### src/rtl/decode_stage.sv
// RV32I decode stage: one output register with valid/ready hand-off and an optional
// register-pending scoreboard (enabled by defining DECODE_SCOREBOARD_EN).
module decode_stage #(
  parameter int unsigned ILLEGAL_TRAP = 1
) (
  input  logic        clk,
  input  logic        reset,
  input  logic        in_valid,
  input  logic [31:0] in_instr,
  input  logic [31:0] in_pc,
  output logic        in_ready,
  input  logic        out_ready,
  output logic        out_valid,
  output logic [4:0]  out_rs1,
  output logic [4:0]  out_rs2,
  output logic [4:0]  out_rd,
  output logic        out_rw,
  output logic [31:0] out_imm,
  output logic [6:0]  out_opcode,
  output logic [2:0]  out_funct3,
  output logic        out_funct7b5,
  output logic [31:0] out_pc,
  output logic        out_illegal,
  input  logic        wb_valid,
  input  logic [4:0]  wb_rd
);
  // Handshake: a transfer happens on a rising edge where valid && ready are both 1;
  // the producer holds its payload stable while valid && !ready.
  localparam logic [6:0] OPC_LUI    = 7'b0110111;
  localparam logic [6:0] OPC_AUIPC  = 7'b0010111;
  localparam logic [6:0] OPC_JAL    = 7'b1101111;
  localparam logic [6:0] OPC_JALR   = 7'b1100111;
  localparam logic [6:0] OPC_LOAD   = 7'b0000011;
  localparam logic [6:0] OPC_OPIMM  = 7'b0010011;
  localparam logic [6:0] OPC_BRANCH = 7'b1100011;
  localparam logic [6:0] OPC_STORE  = 7'b0100011;
  localparam logic [6:0] OPC_OP     = 7'b0110011;

  logic [6:0]  w_opcode;
  logic [4:0]  w_rd;
  logic [4:0]  w_rs1;
  logic [4:0]  w_rs2;
  logic        w_use1;
  logic        w_use2;
  logic        w_rw_raw;
  logic        w_rw;
  logic        w_illegal;
  logic [31:0] w_imm;
  logic        w_stall;
  logic        w_accept;

  assign w_opcode = in_instr[6:0];
  assign w_rd     = in_instr[11:7];
  assign w_rs1    = in_instr[19:15];
  assign w_rs2    = in_instr[24:20];

  always_comb begin
    w_use1    = 1'b0;
    w_use2    = 1'b0;
    w_rw_raw  = 1'b0;
    w_illegal = 1'b0;
    w_imm     = 32'd0;
    case (w_opcode)
      OPC_LUI, OPC_AUIPC: begin
        w_imm    = {in_instr[31:12], 12'b0};
        w_rw_raw = 1'b1;
      end
      OPC_JAL: begin
        w_imm    = {{11{in_instr[31]}}, in_instr[31], in_instr[19:12], in_instr[20],
                    in_instr[30:21], 1'b0};
        w_rw_raw = 1'b1;
      end
      OPC_JALR, OPC_LOAD, OPC_OPIMM: begin
        w_imm    = {{20{in_instr[31]}}, in_instr[31:20]};
        w_use1   = 1'b1;
        w_rw_raw = 1'b1;
      end
      OPC_BRANCH: begin
        w_imm  = {{19{in_instr[31]}}, in_instr[31], in_instr[7], in_instr[30:25],
                  in_instr[11:8], 1'b0};
        w_use1 = 1'b1;
        w_use2 = 1'b1;
      end
      OPC_STORE: begin
        w_imm  = {{20{in_instr[31]}}, in_instr[31:25], in_instr[11:7]};
        w_use1 = 1'b1;
        w_use2 = 1'b1;
      end
      OPC_OP: begin
        w_use1   = 1'b1;
        w_use2   = 1'b1;
        w_rw_raw = 1'b1;
      end
      default: w_illegal = (ILLEGAL_TRAP != 0);
    endcase
  end

  // Writes to x0 are architecturally discarded, so never claim one.
  assign w_rw     = w_rw_raw && (w_rd != 5'd0);
  assign in_ready = !w_stall && (!out_valid || out_ready);
  assign w_accept = in_valid && in_ready;

`ifdef DECODE_SCOREBOARD_EN
  logic [31:0] r_pending;
  logic [31:0] w_pending_nxt;

  // Set after clear so a same-cycle set/clear of one index leaves it pending.
  always_comb begin
    w_pending_nxt = r_pending;
    if (wb_valid) w_pending_nxt[wb_rd] = 1'b0;
    if (w_accept && w_rw) w_pending_nxt[w_rd] = 1'b1;
    w_pending_nxt[0] = 1'b0;
  end

  always_ff @(posedge clk) begin
    if (reset) r_pending <= 32'd0;
    else       r_pending <= w_pending_nxt;
  end

  // Uses the registered pending state only: a retiring write frees the stall next cycle.
  assign w_stall = in_valid && ((w_use1 && r_pending[w_rs1]) || (w_use2 && r_pending[w_rs2]));
`else
  logic w_unused_wb;
  assign w_stall     = 1'b0;
  assign w_unused_wb = ^{wb_valid, wb_rd, w_use1, w_use2};
`endif

  logic        r_out_valid;
  logic [4:0]  r_rs1;
  logic [4:0]  r_rs2;
  logic [4:0]  r_rd;
  logic        r_rw;
  logic [31:0] r_imm;
  logic [6:0]  r_opcode;
  logic [2:0]  r_funct3;
  logic        r_funct7b5;
  logic [31:0] r_pc;
  logic        r_illegal;

  always_ff @(posedge clk) begin
    if (reset) begin
      r_out_valid <= 1'b0;
      r_rs1       <= 5'd0;
      r_rs2       <= 5'd0;
      r_rd        <= 5'd0;
      r_rw        <= 1'b0;
      r_imm       <= 32'd0;
      r_opcode    <= 7'd0;
      r_funct3    <= 3'd0;
      r_funct7b5  <= 1'b0;
      r_pc        <= 32'd0;
      r_illegal   <= 1'b0;
    end else if (w_accept) begin
      r_out_valid <= 1'b1;
      r_rs1       <= w_rs1;
      r_rs2       <= w_rs2;
      r_rd        <= w_rd;
      r_rw        <= w_rw;
      r_imm       <= w_imm;
      r_opcode    <= w_opcode;
      r_funct3    <= in_instr[14:12];
      r_funct7b5  <= in_instr[30];
      r_pc        <= in_pc;
      r_illegal   <= w_illegal;
    end else if (out_ready) begin
      r_out_valid <= 1'b0;
    end
  end

  assign out_valid    = r_out_valid;
  assign out_rs1      = r_rs1;
  assign out_rs2      = r_rs2;
  assign out_rd       = r_rd;
  assign out_rw       = r_rw;
  assign out_imm      = r_imm;
  assign out_opcode   = r_opcode;
  assign out_funct3   = r_funct3;
  assign out_funct7b5 = r_funct7b5;
  assign out_pc       = r_pc;
  assign out_illegal  = r_illegal;
endmodule
### config.mk
export PLATFORM = sky130hd
export DESIGN_NAME = decode_stage
export DESIGN_NICKNAME = d
export VERILOG_FILES = /design/src/rtl/decode_stage.sv
export SDC_FILE = /design/constraint.sdc
export NUM_CORES = 1
export LEC_CHECK = 0
export BUFFER_PORTS_ARGS = -buffer_cell sky130_fd_sc_hd__buf_2
export CAP_MARGIN = 0
export CORE_AREA = 2 2 88 90
export CTS_CLUSTER_SIZE = 12
export DETAILED_ROUTE_END_ITERATION = 12
export DIE_AREA = 0 0 90 92
export HOLD_SLACK_MARGIN = 0.03
export PLACE_DENSITY = 0.89
export SYNTH_ARGS = -nofsm -noshare
export SYNTH_HDL_FRONTEND = slang
export SYNTH_SLANG_ARGS = --single-unit
### constraint.sdc
create_clock -name clk -period 3.07 [get_ports clk]
set_input_delay 0.1535 -clock clk [delete_from_list [all_inputs] [get_ports clk]]
set_output_delay 0.1535 -clock clk [all_outputs]
set_load 0.02 [all_outputs]
Word-level counts from Yosys, hierarchy flattened
Cells that the tools add are included.
{"block": "classes", "eq_ne": 9, "n_mux": 5, "n_reduce_logical": 10}
{"operator": "32-bit one-hot mux with 5 select lines", "count": 1}
{"operator": "7-bit by 6-bit == test with 1-bit output, second input constant", "count": 3}
{"operator": "7-bit == test, second input constant", "count": 3}
{"operator": "7-bit by 5-bit == test with 1-bit output, second input constant", "count": 2}
{"operator": "9-bit OR reduction", "count": 1}
{"operator": "7-bit by 2-bit == test with 1-bit output, second input constant", "count": 1}
{"operator": "7-bit OR reduction", "count": 1}
{"operator": "5-bit nonzero test", "count": 1}
{"operator": "1-bit two-way mux", "count": 4}
{"operator": "3-bit OR reduction", "count": 1}
{"operator": "1-bit logical AND", "count": 2}
{"operator": "2-bit nonzero test", "count": 1}
{"operator": "2-bit OR reduction", "count": 1}
{"operator": "1-bit logical NOT", "count": 1}
{"operator": "1-bit logical OR", "count": 1}
{"block": "totals", "regBits": 93, "inputBits": 74, "out_inout_bits": 94, "word_cells": 35}

Logic depth before layout (Yosys ltp)
{"block": "depth", "depth_word": 4, "mapped_depth": 7, "mapped_depth_nobuf": 5}

Worst setup path before layout
OpenSTA, ideal clock, no wires.
{"block": "synth_timing", "kind": "register to register", "start": "register r_out_valid (netlist: out_valid)", "end": "register r_imm[1] (netlist: out_imm[1])", "setup_time_ps": 67, "t_arrival_ps": 1631, "t_required_ps": 3003, "slack_ps": 1371, "path_stages_with_launch": 8, "path_buffers": 2, "synth_period_minus_slack_ps": 1699, "path_cell_list": "dfxtp_1 nand2b_1 and2_1 clkbuf_1 nor2_2 clkbuf_1 nand2_1 o21ai_2"}
{"block": "synth_between", "elab_chain_len": 3}
{"item": "from (decl)", "line_no": "128", "source": "logic r_out_valid;"}
{"item": "from (signal assigned)", "line_no": "142", "source": "r_out_valid <= 1'b0;"}
{"item": "from (signal assigned)", "line_no": "154", "source": "r_out_valid <= 1'b1;"}
{"item": "from (signal assigned)", "line_no": "166", "source": "r_out_valid <= 1'b0;"}
{"item": "1-bit logical NOT", "line_no": "100", "source": "assign in_ready = !w_stall && (!out_valid || out_ready);"}
{"item": "1-bit logical OR", "line_no": "100"}
{"item": "via in_ready", "line_no": "11", "source": "output logic in_ready,"}
{"item": "1-bit logical AND", "line_no": "101", "source": "assign w_accept = in_valid && in_ready;"}
{"item": "to (signal assigned)", "line_no": "159", "source": "r_imm <= w_imm;"}
{"item": "to (decl)", "line_no": "133", "source": "logic [31:0] r_imm;"}
The timed path passes the listed nets, and every way through them passes these cells.
A chain may end at the register's enable or synchronous reset.

Final worst setup path
{"block": "layout_timing", "start": "register r_out_valid (netlist: out_valid)", "end": "register r_imm[6] (netlist: out_imm[6])"}
{"block": "layout_between", "elab_chain_len": 3}
{"item": "1-bit logical NOT", "line_no": "100"}
{"item": "1-bit logical OR", "line_no": "100"}
{"item": "1-bit logical AND", "line_no": "101"}
No other way between the ends.

==> flow_metrics.env <==
export IMPL_synth_avg_cell_area_um2=8.01
export IMPL_hold_end="out_pc[1]"
export IMPL_worst_setup_path_start_kind="flip-flop"
export IMPL_holdCritStartpoint="in_pc[1]"
export IMPL_synth_mux_area_share_pct=0.278
export IMPL_syn_to_final_growth_pct=32.8
export IMPL_yosysUniqueCellTypes=37
export IMPL_nFillCells=665
export IMPL_post_dp_hpwl_um=6800
export IMPL_drive_above_1_share_pct=31.3
export IMPL_gp_congestion=0.912
export IMPL_arrival_ns=2.25
export IMPL_die_area_mm2=0.00828
export IMPL_synthAdderAreaFrac_pct=0
export IMPL_ys_warn_count=0
export IMPL_netlist_area_mm2=0.00360
export IMPL_required_ns=3.35
export IMPL_diodes=0
export IMPL_synth_compound_area_share_pct=20.7
export IMPL_whs_path_depth=3
export IMPL_grt_total_usage_pct=24.3
export IMPL_drtAntennaViolNets=0
export IMPL_yosysSeqAreaShare_pct=51.8
export IMPL_die_w_um=90
export IMPL_path_delay_family="compound AO/OA/AOI/OAI gates"
export IMPL_cts_buffers=9
export IMPL_cts_root_buf="clkbuf_8"
export IMPL_relSlewSlack_pct=30.5
export IMPL_status="completed"
export IMPL_crit_fanout=43
export IMPL_synth_fp_nets=523
export IMPL_placementRows=32
export IMPL_hold_class="input pin to flip-flop"
export IMPL_drtPass1Iterations=4
export IMPL_ff2ff_path_depth=5
export IMPL_final_cell_mix="buf_2, nand2_1, dfxtp_1"
export IMPL_start_util_pct=48.3
export IMPL_wire_per_inst_um=13.9
export IMPL_synthFlopType="dfxtp_1"
export IMPL_synth_edff_count=0
export IMPL_post_route_drc_count=0
export IMPL_grt_ovfl_total=0
export IMPL_syn_inst=449
export IMPL_cts_resized_gates=0
export IMPL_setup_tns_ns=0
export IMPL_viasPerCell=5.14
export IMPL_crit_chain="nand2b_1, nand2_2, a21oi_1, a22oi_1, nor2_1"
export IMPL_io_buffer_count=161
export IMPL_grt_max_degree=56
export IMPL_p_per_area_mw_per_mm2=508
export IMPL_worstMarginPinSlew_ns=1.04
export IMPL_coreArea_mm2=0.00745
export IMPL_rr_endpoint="out_imm[6]"
export IMPL_synth_xor_area_share_pct=0
export IMPL_cp_num_buf_inv=0
export IMPL_yosys_area_share_simple_pct=22.9
export IMPL_finalSetupViolCount=0
export IMPL_grt_setup_unrepaired="no"
export IMPL_stdcell_area_mm2=0.00478
export IMPL_clock_latency_ns=0.35
export IMPL_clk_pin_slew_ns=0.09
export IMPL_fmax_ghz=0.508
export IMPL_drtIter0Drc=164
export IMPL_mostFrequentLayoutCell="buf_2"
export IMPL_period_minus_slack_ns=1.97
export IMPL_regArea_mm2=0.00186
export IMPL_io_pins=168
export IMPL_synthArstFlopShare_pct=0
export IMPL_ys_seq_elements=93
export IMPL_critPathSlowestCell="a21oi_1"
export IMPL_path_class="flip-flop to flip-flop"
export IMPL_grt_pass1_vias=3651
export IMPL_cts_tree="done"
export IMPL_h_tree_depth=3
export IMPL_antenna_found_initial=0
export IMPL_drv_slew=0
export IMPL_ir_worst_vdd_v=0.000301
export IMPL_multi_input_area_mm2=0.00158
export IMPL_hold_viol=0
export IMPL_place_area_mm2=0.00441
export IMPL_crit_reg2reg_launch="out_valid"
export IMPL_grt_pass1_wl_um=16600
export IMPL_vias=3681
export IMPL_clock_skew_ns=0.0101
export IMPL_wl_um=9960
export IMPL_dieHeight_um=92
export IMPL_synth_top_family_by_area="simple AND/OR/NAND/NOR gates"
export IMPL_cts_sinks=93
export IMPL_cap_viol_max_count=0
export IMPL_leakage_nw=2.16
export IMPL_cts_path_max_buffers=2
export IMPL_crit_path_end_kind="flip-flop"
export IMPL_rrSetupSlack_ns=1.10
export IMPL_fin_crit_sh_pct=64.1
export IMPL_final_nets=683
export IMPL_slowest_delay_ns=0.67
-- cell type report --
class | count | share of cell area, %
repair buffers | 181 | 20.9
flip-flops and latches | 93 | 39.0
inverters | 3 | 0.236
clock inverters | 5 | 1.23
clock buffers | 11 | 2.96
multi-input cells | 321 | 33.0
well taps | 102 | 2.67
-- per-layer routing --
layer  up-vias  track usage [%]  share of wire [%]
met3        17             5.34                6.4
li1       1817                -                  -
met2       150             43.0                 52
met5         -                0                  0
met4         0             10.0                1.8
met1      1697             28.4                 40
-- flip-flops by register name, summed over array words and instances (netlist names) --
name	count
out_imm	32
out_pc	32
out_opcode	7
out_rd	5
out_rs1	5
out_rs2	5
out_funct3	3
out_funct7b5	1
out_illegal	1
out_rw	1
out_valid	1
-- metrics by stage --
step | hold WS (ns) | util, % | power [mW] | cells | setup WS, ns
2_1_floorplan | 0.283 | - | 1.50 | 449 | 1.37
3_3_place_gp | 0.395 | 59.2 | 1.62 | 683 | 1.20
3_5_place_dp | 0.398 | 59.2 | 1.63 | 683 | 1.12
4_1_cts | 0.0311 | 64.2 | 2.44 | 716 | 1.10
5_1_grt | 0.0358 | 64.2 | 2.54 | 716 | 0.864
6_report | 0.0486 | 64.2 | 2.43 | 716 | 1.10
-- where the power goes --
group | internal [mW] | switching (mW) | total (mW)
registers | 1.25 | 0.0226 | 1.28
clock network | 0.401 | 0.412 | 0.812
logic | 0.123 | 0.217 | 0.340
-- worst min-delay path, stage by stage --
cell,delay [ns]
buf_2,0.10
nand2_1,0.05
a21oi_1,0.06
-- cells by family after synthesis --
logic type / after synthesis
and+or+nand+nor: 191
AOI/OAI and AO/OA: 129
DFF: 93
buffers and inverters: 35
muxes: 1
-- how the worst max path moves through the flow --
stage,from,endpoint,slack [ns],cells past startpoint
floorplan,out_valid,out_imm[1],1.37,7
global placement,out_ready,out_pc[5],1.20,6
detailed placement,out_ready,out_pc[18],1.12,6
CTS,out_valid,out_imm[22],1.10,5
global route,out_valid,out_imm[22],0.86,5
finish,out_valid,out_imm[6],1.10,5
-- synthesized netlist by cell type, types with 2 or more instances --
master / n / share of area (%)
o21ai_2: 5 / 1.2
nor3_1: 2 / 0.28
dfxtp_1: 93 / 52
nand2b_1: 4 / 0.70
a21oi_1: 82 / 11
a22oi_1: 11 / 2.3
clkbuf_1: 21 / 2.2
nand4_1: 2 / 0.35
buf_2: 8 / 1.1
nand3_1: 2 / 0.28
and2_1: 12 / 2.1
nor2_1: 13 / 1.4
o21ai_0: 17 / 2.4
buf_6: 2 / 0.63
o21ai_1: 5 / 0.70
inv_1: 3 / 0.31
nand2_1: 147 / 15
-- repair_timing --
item | CTS | global route
hold endpoints to repair | 17 | 0
hold buffers | 17 | 0
setup endpoints to repair | 0 | 0
setup buffers | 0 | 0
Power figures use the tool's default switching activity.
